### src/rtl/interval_meter.sv
// Interval meter: counts ticks between a start event and a stop event and hands the
// duration out over valid/ready. Optional INTERVAL_PRESCALER_EN derives ticks from clk/DIV.
module interval_meter #(
    parameter int W   = 13,
    parameter int DIV = 1000
) (
    input  logic         clk,
    input  logic         rst_n,
    input  logic         tick_en,
    input  logic         start,
    input  logic         stop,
    input  logic         clear,
    output logic [W-1:0] meas,
    output logic         meas_valid,
    input  logic         meas_ready,
    output logic         busy,
    output logic         ovf
);

    typedef enum logic [1:0] {
        ST_IDLE = 2'd0,
        ST_RUN  = 2'd1,
        ST_DONE = 2'd2
    } state_t;

    localparam logic [W-1:0] CNT_MAX  = {W{1'b1}};
    localparam logic [W-1:0] CNT_ZERO = {W{1'b0}};

    state_t       state_r, state_nxt_s;
    logic [W-1:0] cnt_r, cnt_nxt_s;
    logic [W-1:0] meas_r, meas_nxt_s;
    logic [W:0]   inc_s;
    logic         sat_r, sat_nxt_s;
    logic         valid_r, valid_nxt_s;
    logic         ovf_r, ovf_nxt_s;
    logic         busy_r;
    logic         start_q_r, stop_q_r;
    logic         start_e_s, stop_e_s;
    logic         tick_s;
    logic         accept_start_s;

    // Saturating increment; MSB of the result flags an attempt to step past the maximum.
    function automatic logic [W:0] sat_inc(input logic [W-1:0] v);
        if (v == CNT_MAX) begin
            return {1'b1, CNT_MAX};
        end else begin
            return {1'b0, v + W'(1'b1)};
        end
    endfunction

    assign start_e_s = start & ~start_q_r;
    assign stop_e_s  = stop & ~stop_q_r;
    assign inc_s     = sat_inc(cnt_r);

`ifdef INTERVAL_PRESCALER_EN
    localparam int            PW       = (DIV > 1) ? $clog2(DIV) : 1;
    localparam logic [PW-1:0] PRE_LAST = PW'(DIV - 1);

    logic [PW-1:0] pre_r;
    logic          unused_tick_en_s;

    assign unused_tick_en_s = tick_en;
    assign tick_s           = (pre_r == PRE_LAST);

    // Prescaler restarts on an accepted start so the first tick lands exactly DIV clks later.
    always_ff @(posedge clk or negedge rst_n) begin
        if (!rst_n) begin
            pre_r <= {PW{1'b0}};
        end else if (clear || accept_start_s || tick_s) begin
            pre_r <= {PW{1'b0}};
        end else begin
            pre_r <= pre_r + PW'(1'b1);
        end
    end
`else
    localparam int unused_div = DIV;

    assign tick_s = tick_en;
`endif

    // Event edge detectors sample the raw levels every cycle, clear included.
    always_ff @(posedge clk or negedge rst_n) begin
        if (!rst_n) begin
            start_q_r <= 1'b0;
            stop_q_r  <= 1'b0;
        end else begin
            start_q_r <= start;
            stop_q_r  <= stop;
        end
    end

    // Next-state and datapath decisions; clear overrides every state transition.
    always_comb begin
        state_nxt_s    = state_r;
        cnt_nxt_s      = cnt_r;
        sat_nxt_s      = sat_r;
        meas_nxt_s     = meas_r;
        valid_nxt_s    = valid_r;
        ovf_nxt_s      = ovf_r;
        accept_start_s = 1'b0;
        if (clear) begin
            state_nxt_s = ST_IDLE;
            cnt_nxt_s   = CNT_ZERO;
            sat_nxt_s   = 1'b0;
            valid_nxt_s = 1'b0;
            ovf_nxt_s   = 1'b0;
        end else begin
            case (state_r)
                ST_IDLE: begin
                    if (start_e_s) begin
                        accept_start_s = 1'b1;
                        cnt_nxt_s      = CNT_ZERO;
                        sat_nxt_s      = 1'b0;
                        if (stop_e_s) begin
                            meas_nxt_s  = CNT_ZERO;
                            ovf_nxt_s   = 1'b0;
                            valid_nxt_s = 1'b1;
                            state_nxt_s = ST_DONE;
                        end else begin
                            state_nxt_s = ST_RUN;
                        end
                    end else begin
                        state_nxt_s = ST_IDLE;
                    end
                end
                ST_RUN: begin
                    if (tick_s) begin
                        cnt_nxt_s = inc_s[W-1:0];
                        sat_nxt_s = sat_r | inc_s[W];
                    end else begin
                        cnt_nxt_s = cnt_r;
                    end
                    // A tick coinciding with stop is part of the interval.
                    if (stop_e_s) begin
                        meas_nxt_s  = cnt_nxt_s;
                        ovf_nxt_s   = sat_nxt_s;
                        valid_nxt_s = 1'b1;
                        state_nxt_s = ST_DONE;
                    end else begin
                        state_nxt_s = ST_RUN;
                    end
                end
                ST_DONE: begin
                    if (valid_r && meas_ready) begin
                        valid_nxt_s = 1'b0;
                        if (start_e_s) begin
                            accept_start_s = 1'b1;
                            cnt_nxt_s      = CNT_ZERO;
                            sat_nxt_s      = 1'b0;
                            state_nxt_s    = ST_RUN;
                        end else begin
                            state_nxt_s = ST_IDLE;
                        end
                    end else begin
                        state_nxt_s = ST_DONE;
                    end
                end
                default: begin
                    state_nxt_s = ST_IDLE;
                    cnt_nxt_s   = CNT_ZERO;
                    sat_nxt_s   = 1'b0;
                    valid_nxt_s = 1'b0;
                    ovf_nxt_s   = 1'b0;
                end
            endcase
        end
    end

    // State, counter and registered outputs.
    always_ff @(posedge clk or negedge rst_n) begin
        if (!rst_n) begin
            state_r <= ST_IDLE;
            cnt_r   <= CNT_ZERO;
            sat_r   <= 1'b0;
            meas_r  <= CNT_ZERO;
            valid_r <= 1'b0;
            ovf_r   <= 1'b0;
            busy_r  <= 1'b0;
        end else begin
            state_r <= state_nxt_s;
            cnt_r   <= cnt_nxt_s;
            sat_r   <= sat_nxt_s;
            meas_r  <= meas_nxt_s;
            valid_r <= valid_nxt_s;
            ovf_r   <= ovf_nxt_s;
            busy_r  <= (state_nxt_s == ST_RUN);
        end
    end

    assign meas       = meas_r;
    assign meas_valid = valid_r;
    assign ovf        = ovf_r;
    assign busy       = busy_r;

endmodule
### config.mk
export PLATFORM = sky130hd
export DESIGN_NAME = interval_meter
export DESIGN_NICKNAME = d
export VERILOG_FILES = /design/src/rtl/interval_meter.sv
export SDC_FILE = /design/constraint.sdc
export NUM_CORES = 1
export LEC_CHECK = 0
export CAP_MARGIN = 20
export CORE_UTILIZATION = 40
export DETAILED_ROUTE_END_ITERATION = 16
export GPL_TIMING_DRIVEN = 1
export PLACE_DENSITY = 0.67
export SETUP_SLACK_MARGIN = 0.05
export SYNTH_ARGS = -nofsm -noshare
export SYNTH_HDL_FRONTEND = slang
export SYNTH_SLANG_ARGS = --single-unit
### constraint.sdc
create_clock -name clk -period 2.65 [get_ports clk]
set_input_delay 0.795 -clock clk [delete_from_list [all_inputs] [get_ports clk]]
set_output_delay 0.795 -clock clk [all_outputs]
set_load 0.01 [all_outputs]
==> out/qor.txt, run 1 <==
Status - finished clean
Core area - 0.004414 mm²
Total net switching power - 0.0002520 W
WP data required - 2.86 ns
Distinct cells, synth - 47
RePlAce Congestion - 0.8215
Leakage dissipation - 0.9659 nW
Max Cap Viol - 0
YS warnings - 0
Post-CTS Repair Setup Buffers - 0
I/O pin cnt - 23
VDD IR-drop max - 0.2878 mV
Worst Setup End Kind - flip-flop
CTS buffer count - 5
Relative slew slack - 0.7058
Post-Synthesis Cells - 207
Achievable frequency - 0.4371 GHz
Slew Viols, Final - 0
TNS Setup - 0 ns
CTS hold repair buffers - 0
Clk buf depth - 2
Fin crit period - 2.288 ns
Unrepaired setup endpoints after global routing - false
Crit path DAT - 2.50 ns
Total Routing Usage GR - 0.1904
Fin cells - 284
Slew @ Worst Pin - 0.4414 ns
Endpoints failing setup - 0
Vias in the first global route - 1555
PortBufs - 22
CP Max Fanout - 7
Asr flop ratio synth - 1.000
Nets - 239
Worst Skew - 0.005906 ns
Combinational Power Share - 0.083
Total gr overflow - 0
Inserted Diodes - 0
Total clock sinks - 34
First-pass iteration count of the detailed router - 4
Resize count post-CTS - 0
Residual DRC count - 0
Final Util - 0.5125
WL/cell - 14.96 µm
Hold Path Class - flip-flop to flip-flop
FF+latch count, synth - 34
Type of the worst setup path - input pin to flip-flop
Clk network pwr share - 0.422
Layout cells sized above 1 - 0.1250
Number of synthesized flops with an enable pin - 0
Pin count of the biggest net entering global routing - 35
H-tree depth - 2
Via count - 1604
Root Driver - clkbuf_8
Die area - 0.004957 mm²
CP startpoint kind - input pin
Die W - 70.41 µm
First-pass GRT wire length - 7.396 mm
Worst-path clk slew - 0.07 ns
Initial Util - 0.4240
Final Hold Vio Count - 0
Die Y-Extent - 70.41 µm
Final period util - 0.8633
Detailed router's first-iteration violation count - 100
Synthesized area per cell - 9.042 µm²
Worst-skew pair later-pin latency - 0.29 ns
Placed insts - 276
Row count - 24
Reg power frac - 0.495
Via density per instance - 5.648
Final antenna-violating net count - 0
Internal Power - 0.0008305 W
Synthesized cell area - 0.001872 mm²
Sw Share - 0.2328
Main synth FF type - dfrtp_1
DP HPWL - 2.880 mm
Syn_nets - 215
Commonest non-fill, non-tap cell in the layout - dfrtp_1
Initial antenna violation count - 0
Reg2Reg Setup Slack - 0.72 ns
Sequential area share after synthesis - 0.4545
CTS tree - yes
Most frequent cells in the layout - 34 x dfrtp_1, 28 x o21ai_0, 28 x nand2_1
Area growth from synthesis to layout - 20.86%
Total Wirelength - 4.248 mm
PwrDens - 478.5 mW/mm²
[per-stage QoR]
| stage | hold slack, ns | instance area [µm²] | worst slack [ns] | total power, W |
|---|---|---|---|---|
| final | 0.4753 | 2262 | 0.3622 | 0.001083 |
| after global routing | 0.5061 | 2262 | 0.3013 | 0.001117 |
| after CTS | 0.4818 | 2262 | 0.3787 | 0.001096 |
| after detailed placement | 0.4659 | 2152 | 0.09159 | 0.0006371 |
| after global placement | 0.4609 | 2152 | 0.1048 | 0.0006361 |
| after floorplan | 0.4686 | 1872 | 0.6586 | 0.0005901 |
[layer usage]
layer	part of all wire	global-route usage
met1	0.48	0.2617
met2	0.47	0.2921
met3	0.040	0.03896
met4	0.013	0.07556
met5	0	0
[registers in the layout, indices dropped and copies added (netlist names)]
signal / cells
meas: 13
stop_q_r: 1
ovf: 1
meas_valid: 1
sat_r: 1
state_r: 2
busy: 1
start_q_r: 1
cnt_r: 13
[path summary, 6_finish.rpt]
kind	from	end	cells after the start
min in group asynchronous	rst_n	meas[2]	2
hold / removal	meas[3]	meas[3]	2
hold reg to reg	meas[3]	meas[3]	2
max in group asynchronous	rst_n	cnt_r[11]	2
setup / recovery	tick_en	cnt_r[7]	5
setup reg to reg	cnt_r[0]	cnt_r[7]	5
[kinds of logic (layout without fill, tap and decap cells)]
| kind of cell | Yosys count | count (layout) | share of synthesized area |
|---|---|---|---|
| AO/OA/AOI/OAI | 64 | 64 | 0.2119 |
| adder cells (fa/ha/maj) | 1 | 1 | 0.006683 |
| AND/OR/NAND/NOR | 83 | 83 | 0.2500 |
| buffers and inverters | 21 | 46 | 0.05481 |
| multiplexers | 4 | 4 | 0.02206 |
| flip-flops | 34 | 34 | 0.4545 |
[critical path: stages]
cell and delay [ns]:
clkdlybuf4s50_1 0.56, nand4_4 0.19, or4_4 0.58, a31oi_1 0.19, a2bb2oi_1 0.18
[power by group through the flow]
| stage | Sequential [W] | Clock (W) | Combinational, W |
|---|---|---|---|
| 5_1_grt | 0.000537 | 0.000478 | 0.000102 |
| 4_1_cts | 0.000536 | 0.000468 | 0.0000911 |
| 6_report | 0.000536 | 0.000457 | 0.0000895 |
| 2_1_floorplan | 0.000545 | 0 | 0.0000449 |
| 3_3_place_gp | 0.000546 | 0 | 0.0000902 |
| 3_5_place_dp | 0.000546 | 0 | 0.0000907 |
[synthesized netlist by cell type (3+ instances only)]
| library cell | count | share of area |
|---|---|---|
| dfrtp_1 | 34 | 0.45 |
| nand2_1 | 28 | 0.056 |
| o21ai_0 | 28 | 0.075 |
| nor2_1 | 13 | 0.026 |
| a21oi_1 | 10 | 0.027 |
| nor3_1 | 8 | 0.021 |
| clkbuf_1 | 7 | 0.014 |
| inv_1 | 6 | 0.012 |
| nand4_1 | 6 | 0.020 |
| o31ai_1 | 5 | 0.020 |
| a31oi_1 | 4 | 0.013 |
| buf_2 | 4 | 0.011 |
| nand3_1 | 4 | 0.011 |
| nor4_1 | 4 | 0.013 |
| and3_1 | 3 | 0.010 |
| and4_2 | 3 | 0.016 |
| mux2i_1 | 3 | 0.016 |
[area by class of cell]
cell class | count | area, µm²
fill | 440 | 2152
multi-input combinational | 152 | 918.4
sequential | 34 | 850.8
timing repair buffer | 32 | 295.3
clock buffer | 8 | 110.1
tap | 52 | 65.06
inverter | 6 | 22.52
No activity file was read; power rests on OpenSTA's default activity.
==> run 2: changes to the inputs <==
--- a/config.mk
+++ b/config.mk
@@ -5,7 +5,7 @@
 export SDC_FILE = /design/constraint.sdc
 export NUM_CORES = 1
 export LEC_CHECK = 0
-export CAP_MARGIN = 20
+export CAP_MARGIN = 10
 export CORE_UTILIZATION = 40
 export DETAILED_ROUTE_END_ITERATION = 16
 export GPL_TIMING_DRIVEN = 1
==> results of run 2 <==
Final layout, timing and power as in run 1 (identical DEF).
==> run 3: changes to the inputs <==
--- a/config.mk
+++ b/config.mk
@@ -9,7 +9,6 @@
 export CORE_UTILIZATION = 40
 export DETAILED_ROUTE_END_ITERATION = 16
 export GPL_TIMING_DRIVEN = 1
-export PLACE_DENSITY = 0.67
 export SETUP_SLACK_MARGIN = 0.05
 export SYNTH_ARGS = -nofsm -noshare
 export SYNTH_HDL_FRONTEND = slang
==> run 3 against run 2 <==
Clock power shrank 13%. Combinational power rose by 0.7%. Wire length increased by 4.6%. Register-to-register slack improved by 0.03 ns. Final cell count up 0.70%. Power shrank 5.4%. Fmax up 1.8%. Clock skew shrank 0.0024 ns. Critical path type unchanged. Largest cell class unchanged.
==> out/qor.txt, run 3 (same netlist as run 1, synthesis figures left out) <==
Status - finished clean
Final Util - 0.5116
H-tree depth - 2
Hold depth - 2
Fin crit period - 2.246 ns
PwrDens - 453.4 mW/mm²
Worst-path clk slew - 0.07 ns
CTS tree - yes
Type of the worst setup path - input pin to flip-flop
Leakage dissipation - 0.9663 nW
Layout cells sized above 1 - 0.1282
Nets - 241
Core area - 0.004414 mm²
Endpoints failing setup - 0
RePlAce Congestion - 0.8239
Die Y-Extent - 70.41 µm
Achievable frequency - 0.4452 GHz
Worst Skew - 0.003473 ns
Via density per instance - 5.762
Die area - 0.004957 mm²
Area growth from synthesis to layout - 20.66%
R2R Path End - meas[4]
Detailed router's first-iteration violation count - 99
First-pass GRT wire length - 7.624 mm
CTS hold repair buffers - 0
Post-CTS Repair Setup Buffers - 0
Worst Setup EP - meas[4]
Residual DRC count - 0
Relative slew slack - 0.7098
DP HPWL - 3.131 mm
Inserted Diodes - 0
Dpl ws - 0.1144 ns
Area of the multi-input gates - 918.4 µm²
Vias in the first global route - 1641
PortBufs - 22
Pin count of the biggest net entering global routing - 35
CTS buffer count - 5
CP Max Fanout - 10
Hold Slack - 0.4731 ns
TNS Setup - 0 ns
Total gr overflow - 0
Unrepaired setup endpoints after global routing - false
WL/cell - 15.54 µm
Placed insts - 278
Die W - 70.41 µm
Setup crit start - tick_en
Final Hold Vio Count - 0
Setup ws final - 0.4036 ns
Most frequent cells in the layout - 34 x dfrtp_1, 28 x o21ai_0, 28 x nand2_1
Slew Viols, Final - 0
Register area - 850.8 µm²
Via count - 1648
Fin cells - 286
Total Wirelength - 4.444 mm
Clk buf depth - 2
Hold Path Class - flip-flop to flip-flop
CP startpoint kind - input pin
Slew @ Worst Pin - 0.4353 ns
Worst-skew pair later-pin latency - 0.29 ns
Initial antenna violation count - 0
R2R Path Start - cnt_r[1]
VDD IR-drop max - 0.3117 mV
Crit path DAT - 2.45 ns
Max Cap Viol - 0
Commonest non-fill, non-tap cell in the layout - dfrtp_1
WP data required - 2.85 ns
Worst R2R Path Depth - 7
Root Driver - clkbuf_8
Final antenna-violating net count - 0
Initial Util - 0.4240
Resize count post-CTS - 0
Final period util - 0.8477
Row count - 24
Filler cells - 411
Total Routing Usage GR - 0.1974
Worst Setup End Kind - flip-flop
First-pass iteration count of the detailed router - 4
Total clock sinks - 34
Reg2Reg Setup Slack - 0.75 ns
I/O pin cnt - 23
-- run 3: how the worst min path moves through the flow --
stage,startpoint,endpoint
6_report,meas[3],meas[3]
5_1_grt,meas[5],meas[5]
4_1_cts,meas[2],meas[2]
3_5_place_dp,meas[2],meas[2]
3_3_place_gp,meas[3],meas[3]
2_1_floorplan,sat_r,sat_r
-- run 3: power by group --
group	total [W]	internal [W]	leakage, nW	switching, W
logic	0.0000901	0.0000400	0.451	0.0000501
clock network	0.000397	0.000210	0.0482	0.000188
registers	0.000536	0.000528	0.467	0.00000827
total	0.00102	0.000778	0.966	0.000246
-- run 3: area by class of cell --
type	instances	share of cell area
Multi-Input combinational cell	152	0.4066
Sequential cell	34	0.3767
Timing Repair Buffer	34	0.1374
Clock buffer	7	0.03823
Tap cell	52	0.02881
Inverter	6	0.009972
Clock inverter	1	0.002216
-- run 3: per-layer routing --
| metal | routed length, µm | track usage | share of wire |
|---|---|---|---|
| met4 | 130 | 0.1044 | 0.029 |
| met3 | 140 | 0.04473 | 0.032 |
| met5 | 0 | 0 | 0 |
| met1 | 2095 | 0.2433 | 0.47 |
| met2 | 2078 | 0.3196 | 0.47 |
-- run 3: metrics by stage --
stage          total power [W]  instance area [µm²]
6_report              0.001024                 2258
5_1_grt               0.001064                 2258
4_1_cts               0.001038                 2258
3_5_place_dp         0.0006378                 2167
3_3_place_gp         0.0006353                 2167
2_1_floorplan        0.0005901                 1872
-- run 3: critical path: stages --
cell	delay, ns
clkdlybuf4s50_1	0.57
nand4_4	0.16
buf_4	0.20
nor4_4	0.26
buf_4	0.21
nor3_1	0.07
o31ai_1	0.18
